==> src/rtl/alu_seq_if.sv <==
// Issue/response bundle between the control FSM and alu_seq.
// master drives the operation request; slave returns status, result and flags.
interface alu_seq_if #(
  parameter int WIDTH = 16
);
  logic             start;
  logic [3:0]       alu_op;
  logic [WIDTH-1:0] op1;
  logic [WIDTH-1:0] op2;
  logic             carry_in;
  logic             busy;
  logic             done;
  logic [WIDTH-1:0] result;
  logic [3:0]       flags;
  logic             dbg_state;

  // Handshake: start is accepted on a rising edge only while busy = 0;
  // done is a one-cycle pulse marking the cycle result/flags were updated,
  // busy and done are never high together, and start may be raised in the
  // done cycle for back-to-back issue.
  modport master (
    output start, alu_op, op1, op2, carry_in,
    input  busy, done, result, flags, dbg_state
  );

  modport slave (
    input  start, alu_op, op1, op2, carry_in,
    output busy, done, result, flags, dbg_state
  );
endinterface

==> src/rtl/alu_seq.sv <==
// Registered ALU with flags {Z,N,C,V} and an iterative shift-add unsigned
// multiply; single-cycle ops complete in one clock, MUL takes WIDTH clocks.
module alu_seq #(
  parameter int WIDTH  = 16,
  parameter bit MUL_EN = 1'b1
) (
  input logic      clk,
  input logic      rst,
  alu_seq_if.slave bus
);
  localparam int MSB = WIDTH - 1;
  localparam int CW  = $clog2(WIDTH + 1);

  localparam logic [3:0] OP_MEM = 4'd0;
  localparam logic [3:0] OP_IMM = 4'd1;
  localparam logic [3:0] OP_ADD = 4'd2;
  localparam logic [3:0] OP_ADC = 4'd3;
  localparam logic [3:0] OP_SUB = 4'd4;
  localparam logic [3:0] OP_SUC = 4'd5;
  localparam logic [3:0] OP_AND = 4'd6;
  localparam logic [3:0] OP_OR  = 4'd7;
  localparam logic [3:0] OP_NOT = 4'd8;
  localparam logic [3:0] OP_LSL = 4'd9;
  localparam logic [3:0] OP_LSR = 4'd10;
  localparam logic [3:0] OP_ASR = 4'd11;
  localparam logic [3:0] OP_MUL = 4'd12;
  localparam logic [3:0] OP_NOP = 4'd13;

  typedef enum logic {S_IDLE = 1'b0, S_MUL = 1'b1} state_t;

  state_t             state;
  logic [WIDTH-1:0]   result_q;
  logic [3:0]         flags_q;
  logic               done_q;
  logic               busy_q;
  logic [CW-1:0]      cnt;
  logic [2*WIDTH-1:0] acc;
  logic [2*WIDTH-1:0] mcand;
  logic [WIDTH-1:0]   mplier;

  logic [WIDTH:0]     a_ext, b_ext, arith;
  logic [WIDTH-1:0]   sc_res;
  logic               sc_c, sc_v, is_add, is_sub, is_mul;
  logic [2*WIDTH-1:0] acc_nxt;

  // Single-cycle datapath; arithmetic runs at WIDTH+1 bits so bit WIDTH is C.
  always_comb begin
    a_ext  = {1'b0, bus.op1};
    b_ext  = {1'b0, bus.op2};
    arith  = '0;
    sc_res = bus.op1;
    sc_c   = 1'b0;
    is_add = 1'b0;
    is_sub = 1'b0;
    is_mul = MUL_EN && (bus.alu_op == OP_MUL);
    case (bus.alu_op)
      OP_MEM: sc_res = bus.op1;
      OP_IMM: sc_res = bus.op2;
      OP_ADD: begin
        arith  = a_ext + b_ext;
        is_add = 1'b1;
      end
      OP_ADC: begin
        arith  = a_ext + b_ext + {{WIDTH{1'b0}}, bus.carry_in};
        is_add = 1'b1;
      end
      OP_SUB: begin
        arith  = a_ext - b_ext;
        is_sub = 1'b1;
      end
      OP_SUC: begin
        arith  = a_ext - b_ext - {{WIDTH{1'b0}}, ~bus.carry_in};
        is_sub = 1'b1;
      end
      OP_AND: sc_res = bus.op1 & bus.op2;
      OP_OR:  sc_res = bus.op1 | bus.op2;
      OP_NOT: sc_res = ~bus.op1;
      OP_LSL: begin
        sc_res = {bus.op1[MSB-1:0], 1'b0};
        sc_c   = bus.op1[MSB];
      end
      OP_LSR: begin
        sc_res = {1'b0, bus.op1[MSB:1]};
        sc_c   = bus.op1[0];
      end
      OP_ASR: begin
        sc_res = {bus.op1[MSB], bus.op1[MSB:1]};
        sc_c   = bus.op1[0];
      end
      OP_NOP: sc_res = '0;
      default: sc_res = bus.op1;
    endcase
    if (is_add || is_sub) begin
      sc_res = arith[WIDTH-1:0];
      sc_c   = arith[WIDTH];
    end
    if (is_add)
      sc_v = (bus.op1[MSB] == bus.op2[MSB]) && (sc_res[MSB] != bus.op1[MSB]);
    else if (is_sub)
      sc_v = (bus.op1[MSB] != bus.op2[MSB]) && (sc_res[MSB] != bus.op1[MSB]);
    else
      sc_v = 1'b0;
  end

  assign acc_nxt = acc + (mplier[0] ? mcand : '0);

  always_ff @(posedge clk or posedge rst) begin
    if (rst) begin
      state    <= S_IDLE;
      result_q <= '0;
      flags_q  <= 4'b1000;
      done_q   <= 1'b0;
      busy_q   <= 1'b0;
      cnt      <= '0;
      acc      <= '0;
      mcand    <= '0;
      mplier   <= '0;
    end else begin
      done_q <= 1'b0;
      case (state)
        S_IDLE: begin
          if (bus.start) begin
            if (is_mul) begin
              mcand  <= {{WIDTH{1'b0}}, bus.op1};
              mplier <= bus.op2;
              acc    <= '0;
              cnt    <= CW'(WIDTH);
              busy_q <= 1'b1;
              state  <= S_MUL;
            end else begin
              result_q <= sc_res;
              flags_q  <= {(sc_res == '0), sc_res[MSB], sc_c, sc_v};
              done_q   <= 1'b1;
            end
          end
        end
        S_MUL: begin
          acc    <= acc_nxt;
          mcand  <= mcand << 1;
          mplier <= mplier >> 1;
          cnt    <= cnt - CW'(1);
          // Last step: acc_nxt already holds the full product.
          if (cnt == CW'(1)) begin
            result_q <= acc_nxt[WIDTH-1:0];
            flags_q  <= {(acc_nxt[WIDTH-1:0] == '0), acc_nxt[MSB],
                         (acc_nxt[2*WIDTH-1:WIDTH] != '0), 1'b0};
            done_q   <= 1'b1;
            busy_q   <= 1'b0;
            state    <= S_IDLE;
          end
        end
        default: state <= S_IDLE;
      endcase
    end
  end

  assign bus.result    = result_q;
  assign bus.flags     = flags_q;
  assign bus.done      = done_q;
  assign bus.busy      = busy_q;
  assign bus.dbg_state = state;
endmodule

==> src/flat_wrapper.sv <==
// flat-port wrapper written by rule: the top's interface ports become plain ports
module alu_seq_flat 
#(
  parameter int WIDTH  = 16,
  parameter bit MUL_EN = 1'b1
)
  (clk, rst, bus_start, bus_alu_op, bus_op1, bus_op2, bus_carry_in, bus_busy, bus_done, bus_result, bus_flags, bus_dbg_state);
  alu_seq_if #(.WIDTH(WIDTH)) bus_i ();
  input logic clk;
  input logic rst;
  input wire logic [$bits(bus_i.start)-1:0] bus_start;
  input wire logic [$bits(bus_i.alu_op)-1:0] bus_alu_op;
  input wire logic [$bits(bus_i.op1)-1:0] bus_op1;
  input wire logic [$bits(bus_i.op2)-1:0] bus_op2;
  input wire logic [$bits(bus_i.carry_in)-1:0] bus_carry_in;
  output wire logic [$bits(bus_i.busy)-1:0] bus_busy;
  output wire logic [$bits(bus_i.done)-1:0] bus_done;
  output wire logic [$bits(bus_i.result)-1:0] bus_result;
  output wire logic [$bits(bus_i.flags)-1:0] bus_flags;
  output wire logic [$bits(bus_i.dbg_state)-1:0] bus_dbg_state;
  assign bus_i.start = bus_start;
  assign bus_i.alu_op = bus_alu_op;
  assign bus_i.op1 = bus_op1;
  assign bus_i.op2 = bus_op2;
  assign bus_i.carry_in = bus_carry_in;
  assign bus_busy = bus_i.busy;
  assign bus_done = bus_i.done;
  assign bus_result = bus_i.result;
  assign bus_flags = bus_i.flags;
  assign bus_dbg_state = bus_i.dbg_state;
  alu_seq #(.WIDTH(WIDTH), .MUL_EN(MUL_EN)) u_core (.clk(clk), .rst(rst), .bus(bus_i));
endmodule
==> config.mk <==
export PLATFORM = sky130hd
export DESIGN_NAME = alu_seq_flat
export DESIGN_NICKNAME = d
export VERILOG_FILES = /design/src/rtl/alu_seq_if.sv /design/src/rtl/alu_seq.sv /design/src/flat_wrapper.sv
export SDC_FILE = /design/constraint.sdc
export NUM_CORES = 1
export LEC_CHECK = 0
export ABC_AREA = 1
export CAP_MARGIN = 0
export CORE_ASPECT_RATIO = 0.7
export CORE_MARGIN = 5
export CORE_UTILIZATION = 40
export DETAILED_ROUTE_END_ITERATION = 16
export PLACE_DENSITY_LB_ADDON = 0.15
export SYNTH_ARGS = -nofsm -noshare
export SYNTH_HDL_FRONTEND = slang
export SYNTH_SLANG_ARGS = --single-unit
==> constraint.sdc <==
create_clock -name clk -period 3.6 [get_ports clk]
set_input_delay 0.72 -clock clk [delete_from_list [all_inputs] [get_ports clk]]
set_output_delay 0.72 -clock clk [all_outputs]
set_load 0.05 [all_outputs]
### After elaboration in Yosys (flattened, before gate mapping)

Index checks and enable logic that the tools add are counted.

| cells by class | value |
|---|---|
| eq/ne operators | 21 |
| reductions and logical operators | 12 |
| bitwise gates (word level) | 5 |
| add/sub/neg operators | 6 |
| muxes and demuxes | 42 |

Operators by type and width:

| kind | number |
|---|---|
| 32-bit 2-to-1 mux | 5 |
| 16-bit case mux with 8 select lines | 1 |
| 32-bit case mux with 2 select lines | 2 |
| 16-bit 2-to-1 mux | 6 |
| 17-bit case mux with 4 select lines | 1 |
| 16-bit case mux with 2 select lines | 2 |
| 32-bit adder | 1 |
| 16-bit zero test | 2 |
| 4-bit equality test (second input constant) | 6 |
| 16-bit by 16-bit adder with 17-bit output | 1 |
| 17-bit by 1-bit adder with 17-bit output | 1 |
| 16-bit by 16-bit subtractor with 17-bit output | 1 |
| 17-bit by 1-bit subtractor with 17-bit output | 1 |
| 16-bit AND | 1 |
| 4-bit by 3-bit equality test with 1-bit output (second input constant) | 4 |
| 16-bit inverter | 1 |
| 16-bit bitwise OR | 1 |
| 16-bit nonzero test | 1 |
| 1-bit 2-to-1 mux | 14 |
| 4-bit 2-to-1 mux | 3 |
| 5-bit 2-to-1 mux | 2 |
| 5-bit case mux with 2 select lines | 1 |
| 4-bit by 2-bit equality test with 1-bit output (second input constant) | 2 |
| 1-bit case mux with 2 select lines | 4 |
| 14 further kinds | 22 |

| storage, ports and cells | value |
|---|---|
| register bits after elaboration | 108 |
| logic and storage cells | 95 |
| bits of input ports | 40 |
| output and inout bits | 23 |

### Depth between registers and ports, before layout

| depth | value |
|---|---|
| word-level depth | 12 |
| mapped depth | 24 |

### Worst setup path before layout

No wires, ideal clock.

| timing | value |
|---|---|
| path kind | input port to flip-flop |
| start point | input port bus_op2[0] |
| end point | register u_core.flags_q[3] (netlist: u_core.bus.flags[3]) |
| cell stages on the path | 15 |
| data arrival time | 2981 ps |
| path slack | 546 ps |
| library setup time | 73 ps |
| path through | ha_1 -> fa_1 -> ha_1 -> inv_1 -> nor2_2 -> nand3_1 -> nor2_4 -> nand3_2 -> nor3_4 -> nand4_2 -> nand3_1 -> nand4_1 -> nor2_1 -> nand4_1 -> a21oi_1 |

| on the way | value |
|---|---|
| cells in the longest elaborated chain, start to end | 8 |

Ends and longest elaborated chain:

| what | line | source |
|---|---|---|
| from (decl) | flat_wrapper.sv:14 | `input wire logic [$bits(bus_i.op2)-1:0] bus_op2;` |
| 16-bit by 16-bit subtractor with 17-bit output / 16-bit by 16-bit adder with 17-bit output (equally long branches) | - |  |
| 17-bit by 1-bit subtractor with 17-bit output / 17-bit by 1-bit adder with 17-bit output (equally long branches) | alu_seq.sv:72, alu_seq.sv:64 |  |
| 17-bit case mux with 4 select lines | alu_seq.sv:56 | `case (bus.alu_op)` |
| 16-bit 2-to-1 mux (*) | alu_seq.sv:93 | `if (is_add \|\| is_sub) begin` |
| 16-bit zero test (*) | alu_seq.sv:132 | `flags_q <= {(sc_res == '0), sc_res[MSB], sc_c, sc_v};` |
| 4-bit 2-to-1 mux (*) | alu_seq.sv:123 | `if (is_mul) begin` |
| 4-bit 2-to-1 mux (*) | alu_seq.sv:122 | `if (bus.start) begin` |
| 4-bit case mux with 2 select lines (*) | alu_seq.sv:120 | `case (state)` |
| to (signal assigned) | alu_seq.sv:132 |  |
| to (signal assigned) | alu_seq.sv:145 | `flags_q <= {(acc_nxt[WIDTH-1:0] == '0), acc_nxt[MSB],` |
| to (decl) | alu_seq.sv:33 | `logic [3:0] flags_q;` |

Mark *: on every way between the ends. The rest lies on a longest branch, timed or not. The select of a mux whose other input is x is not followed.
A chain may end at the register's enable or synchronous reset.

### Worst setup path in the final report

| timing | value |
|---|---|
| start point | input port bus_op1[3] |
| end point | register u_core.flags_q[3] (netlist: u_core.bus.flags[3]) |

| on the way | value |
|---|---|
| cells in the longest elaborated chain, start to end | 8 |

Ends and longest elaborated chain:

| what | line | source |
|---|---|---|
| from (decl) | flat_wrapper.sv:13 | `input wire logic [$bits(bus_i.op1)-1:0] bus_op1;` |
| 16-bit by 16-bit subtractor with 17-bit output / 16-bit by 16-bit adder with 17-bit output (equally long branches) | - |  |
| 17-bit by 1-bit subtractor with 17-bit output / 17-bit by 1-bit adder with 17-bit output (equally long branches) | alu_seq.sv:72, alu_seq.sv:64 |  |
| 17-bit case mux with 4 select lines | alu_seq.sv:56 |  |
| 16-bit 2-to-1 mux (*) | alu_seq.sv:93 |  |
| 16-bit zero test (*) | alu_seq.sv:132 |  |
| 4-bit 2-to-1 mux (*) | alu_seq.sv:123 |  |
| 4-bit 2-to-1 mux (*) | alu_seq.sv:122 |  |
| 4-bit case mux with 2 select lines (*) | alu_seq.sv:120 |  |

Marks and branches as above.

==> flow_metrics.tcl <==
set metrics [dict create \
    clock-sinks 107 \
    final_common_cell "nand2_1" \
    die-height_um 150.4 \
    cts_max_path_buffers 2 \
    fmax_mhz 285.4 \
    p_total_mw 7.177 \
    yosysTopAreaCell "dfrtp_1" \
    synth.distinct_cells 56 \
    syn_avg_cell_area_um2 6.361 \
    dr.first_iter.drc_count 1296 \
    min_path_type "flop to flop" \
    ys_warn_count 0 \
    num_rows 51 \
    grt_max_degree 56 \
    worst-path-buf-inv 4 \
    synthArstFlopShare 1.000 \
    viasPerCell 5.306 \
    critical_path_class "primary input to flop" \
    antenna_found_initial 0 \
    hold_violations 0 \
    report.final.setup_viol 0 \
    fin_worst_skew_ns 0.01163 \
    min_period_ns 3.504 \
    timing.rr.start "u_core.mplier[0]" \
    rsz0062_at_grt "true" \
    cts-buffers-inserted 9 \
    tritoncts "built" \
    cts_htree_levels 3 \
    fin_hold_ws_ns 0.4810 \
    fin_area_um2 14630 \
    dpl.hpwl_um 38580 \
    num_antenna_cells 0 \
    pre_cts_ws_ns -0.5477 \
    clkTransAtPathRegs_ns 0.08 \
    synth_edf_count 0 \
    wl_met2_um 17660 \
    fillers 2920 \
    start_kind "primary input" \
    crit_top_cell "nand3_1" \
    slew_headroom 0.5405 \
    gr-usage-all-layers 0.2917 \
    worst_pin_slew_ns 0.6866 \
    drtPass1Iterations 5 \
    drive_above_1_share 0.1988 \
    nNetsFinal 2176 \
    status "complete, no violations" \
    arrival_ns 3.81 \
    min-delay-start "u_core.acc[3]" \
    grt_pass1_vias 12220 \
    vias 12830 \
    core_area_um2 27760 \
    crit_path_start "bus_op1[3]" \
    dpl_cell_area_um2 14000 \
    ctsHoldBuffers 0 \
    syn-cell-area_um2 11260 \
    crit_fanout 5 \
    routed.top_layer "met5" \
    die_w_um 210.5 \
    leakage_nw 7.632 \
    fin_crit_sh 0.9735 \
    die-area_um2 31660 \
    drtAntennaViolNets 0 \
    io_buffers 62 \
    maxSlewViolCount 0 \
    synth_seq_cells 107 \
    drt-met1-wl_um 23620 \
    cp_slowest_cell "clkdlybuf4s50_1" \
    grt_pass1_wl_um 71110 \
    syn_nets 1904 \
    area_growth_pct 29.93 \
    synth_top_area_frac 0.2356 \
    syn_inst 1770 \
    cpLargestDelayFamily "simple AND/OR/NAND/NOR gates" \
    pin_count 63 \
    route.met3.wl_um 4358 \
    initial_core_util 0.4056 \
    routed_wl_um 46280 \
    p_per_area_nw_per_um2 490.6 \
    max_stage_delay_ns 0.51 \
    cp.required_ns 3.91 \
    wire_per_inst_um 19.14 \
    synth_area_leaders "dfrtp_1, nand2_1, ha_1" \
    gp_congestion 0.9989 \
    setup_slack_ns 0.09553 \
    synth_seq_area_share 0.2379 \
    drc 0 \
    insertion_delay_ns 0.38 \
    ir_drop_mv 0.3359 \
    dp_cells 2397 \
    end_kind "flop" \
    overflow 0 \
    final_cell_mix "nand2_1, inv_1, buf_4, nor2_1, nand3_1" \
    fin_cells 2418 \
    clockRootBuffer "clkbuf_16" \
    cap_violations 0 \
    synth_flop_cell "dfrtp_1" \
    crit_chain "clkdlybuf4s50_1 > inv_1 > ha_4 > buf_4 > nand3_1 > nand2_4 > nand2_1 > nand2_4 > nor2_4 > buf_4 > or2_0 > nand3_1 > nand3b_1 > nor2_1 > nand3_1 > nor2_2 > nand3_1 > nor2_1 > nand4_1 > a21oi_1" \
]
## cells by family (layout without fill, tap and decap cells)
family	after synthesis	after routing	synth area share
adders and majority gates	94	94	0.1065
and+or+nand+nor	939	939	0.3679
DFF	107	107	0.2379
AOI/OAI and AO/OA	285	285	0.1530
xor gates and xnor gates	29	29	0.02323
buffers and inverters	316	593	0.1115
## sequential cells by signal, indices dropped and copies added (netlist names)
name                  cells
u_core.acc               32
u_core.bus.busy           1
u_core.bus.dbg_state      1
u_core.bus.done           1
u_core.bus.flags          4
u_core.bus.result        15
u_core.cnt                5
u_core.mcand             32
u_core.mplier            16
## layer usage
layer  vias to the layer above  GRT usage
met5                         -    0.02038
li1                       6323          -
met2                       460     0.4004
met3                        36    0.08519
met4                         2    0.04438
met1                      6010     0.4527
## worst reg2reg max path, stage by stage, from the launching register on
cell	delay, ns
dfrtp_1	0.42
nand2_1	0.10
inv_1	0.04
ha_1	0.22
fa_1	0.43
nand2_1	0.08
nand3_1	0.06
o21ai_0	0.23
inv_1	0.15
nand4_1	0.14
nand3_1	0.25
a21oi_1	0.27
xor2_1	0.21
nand2_1	0.07
nor2_1	0.16
nand4_1	0.15
nand2_1	0.09
inv_1	0.04
nand2_1	0.05
nand2_1	0.04
## final cells by class
type / instances / area, um2 / share of cell area
inverters: 265 / 1006 / 0.06876
multi-input cells: 1347 / 7591 / 0.5189
well taps: 371 / 464.2 / 0.03173
clock inverters: 6 / 73.82 / 0.005046
repair buffers: 312 / 2585 / 0.1767
flip-flops and latches: 107 / 2680 / 0.1832
clock buffers: 10 / 229.0 / 0.01565
## where the power goes
part | switching, mW | internal (mW)
logic | 2.63 | 1.47
clock network | 0.491 | 0.549
registers | 0.375 | 1.67
## synthesized netlist by cell type (5+ instances only)
master,n
a21oi_1,72
a22o_1,8
a31oi_1,17
buf_2,12
buf_4,5
clkbuf_1,28
dfrtp_1,106
ha_1,91
inv_1,250
inv_2,9
nand2_1,523
nand2_2,22
nand2_4,5
nand3_1,121
nand3_2,10
nand3b_1,6
nand4_1,41
nor2_1,159
nor2_2,14
nor2_4,7
nor3_1,17
o211ai_1,30
o21ai_0,72
o21bai_1,7
o221ai_1,5
o22ai_1,51
xor2_1,26
## per-stage QoR
stage,TNS [ns],util
global route,-0.01522,0.5270
finish,0,0.5270
detailed placement,-3.691,0.5044
global placement,-3.269,0.5044
CTS,0,0.5168
floorplan,0,-
## worst paths after layout
| path | endpoint | slack, ns | cells after the start |
|---|---|---|---|
| worst min register to register | u_core.acc[3] | 0.48 | 2 |
| worst max-delay path | u_core.bus.flags[3] | 0.1 | 20 |
| max in group asynchronous | u_core.bus.dbg_state | 2.23 | 3 |
| worst max register to register | u_core.bus.flags[1] | 0.30 | 19 |
| worst min-delay path | u_core.acc[3] | 0.48 | 2 |
| min in group asynchronous | u_core.acc[5] | 0.71 | 2 |
## what timing repair did
| item | in CTS | in global routing |
|---|---|---|
| gates cloned | 0 | 0 |
| setup endpoints to repair | 1 | 13 |
| buffers inserted | 2 | 3 |
| pin swaps | 2 | 12 |
| resized for setup | 8 | 75 |
| hold endpoints to repair | 0 | 0 |
(Power assumes the default switching activity.)
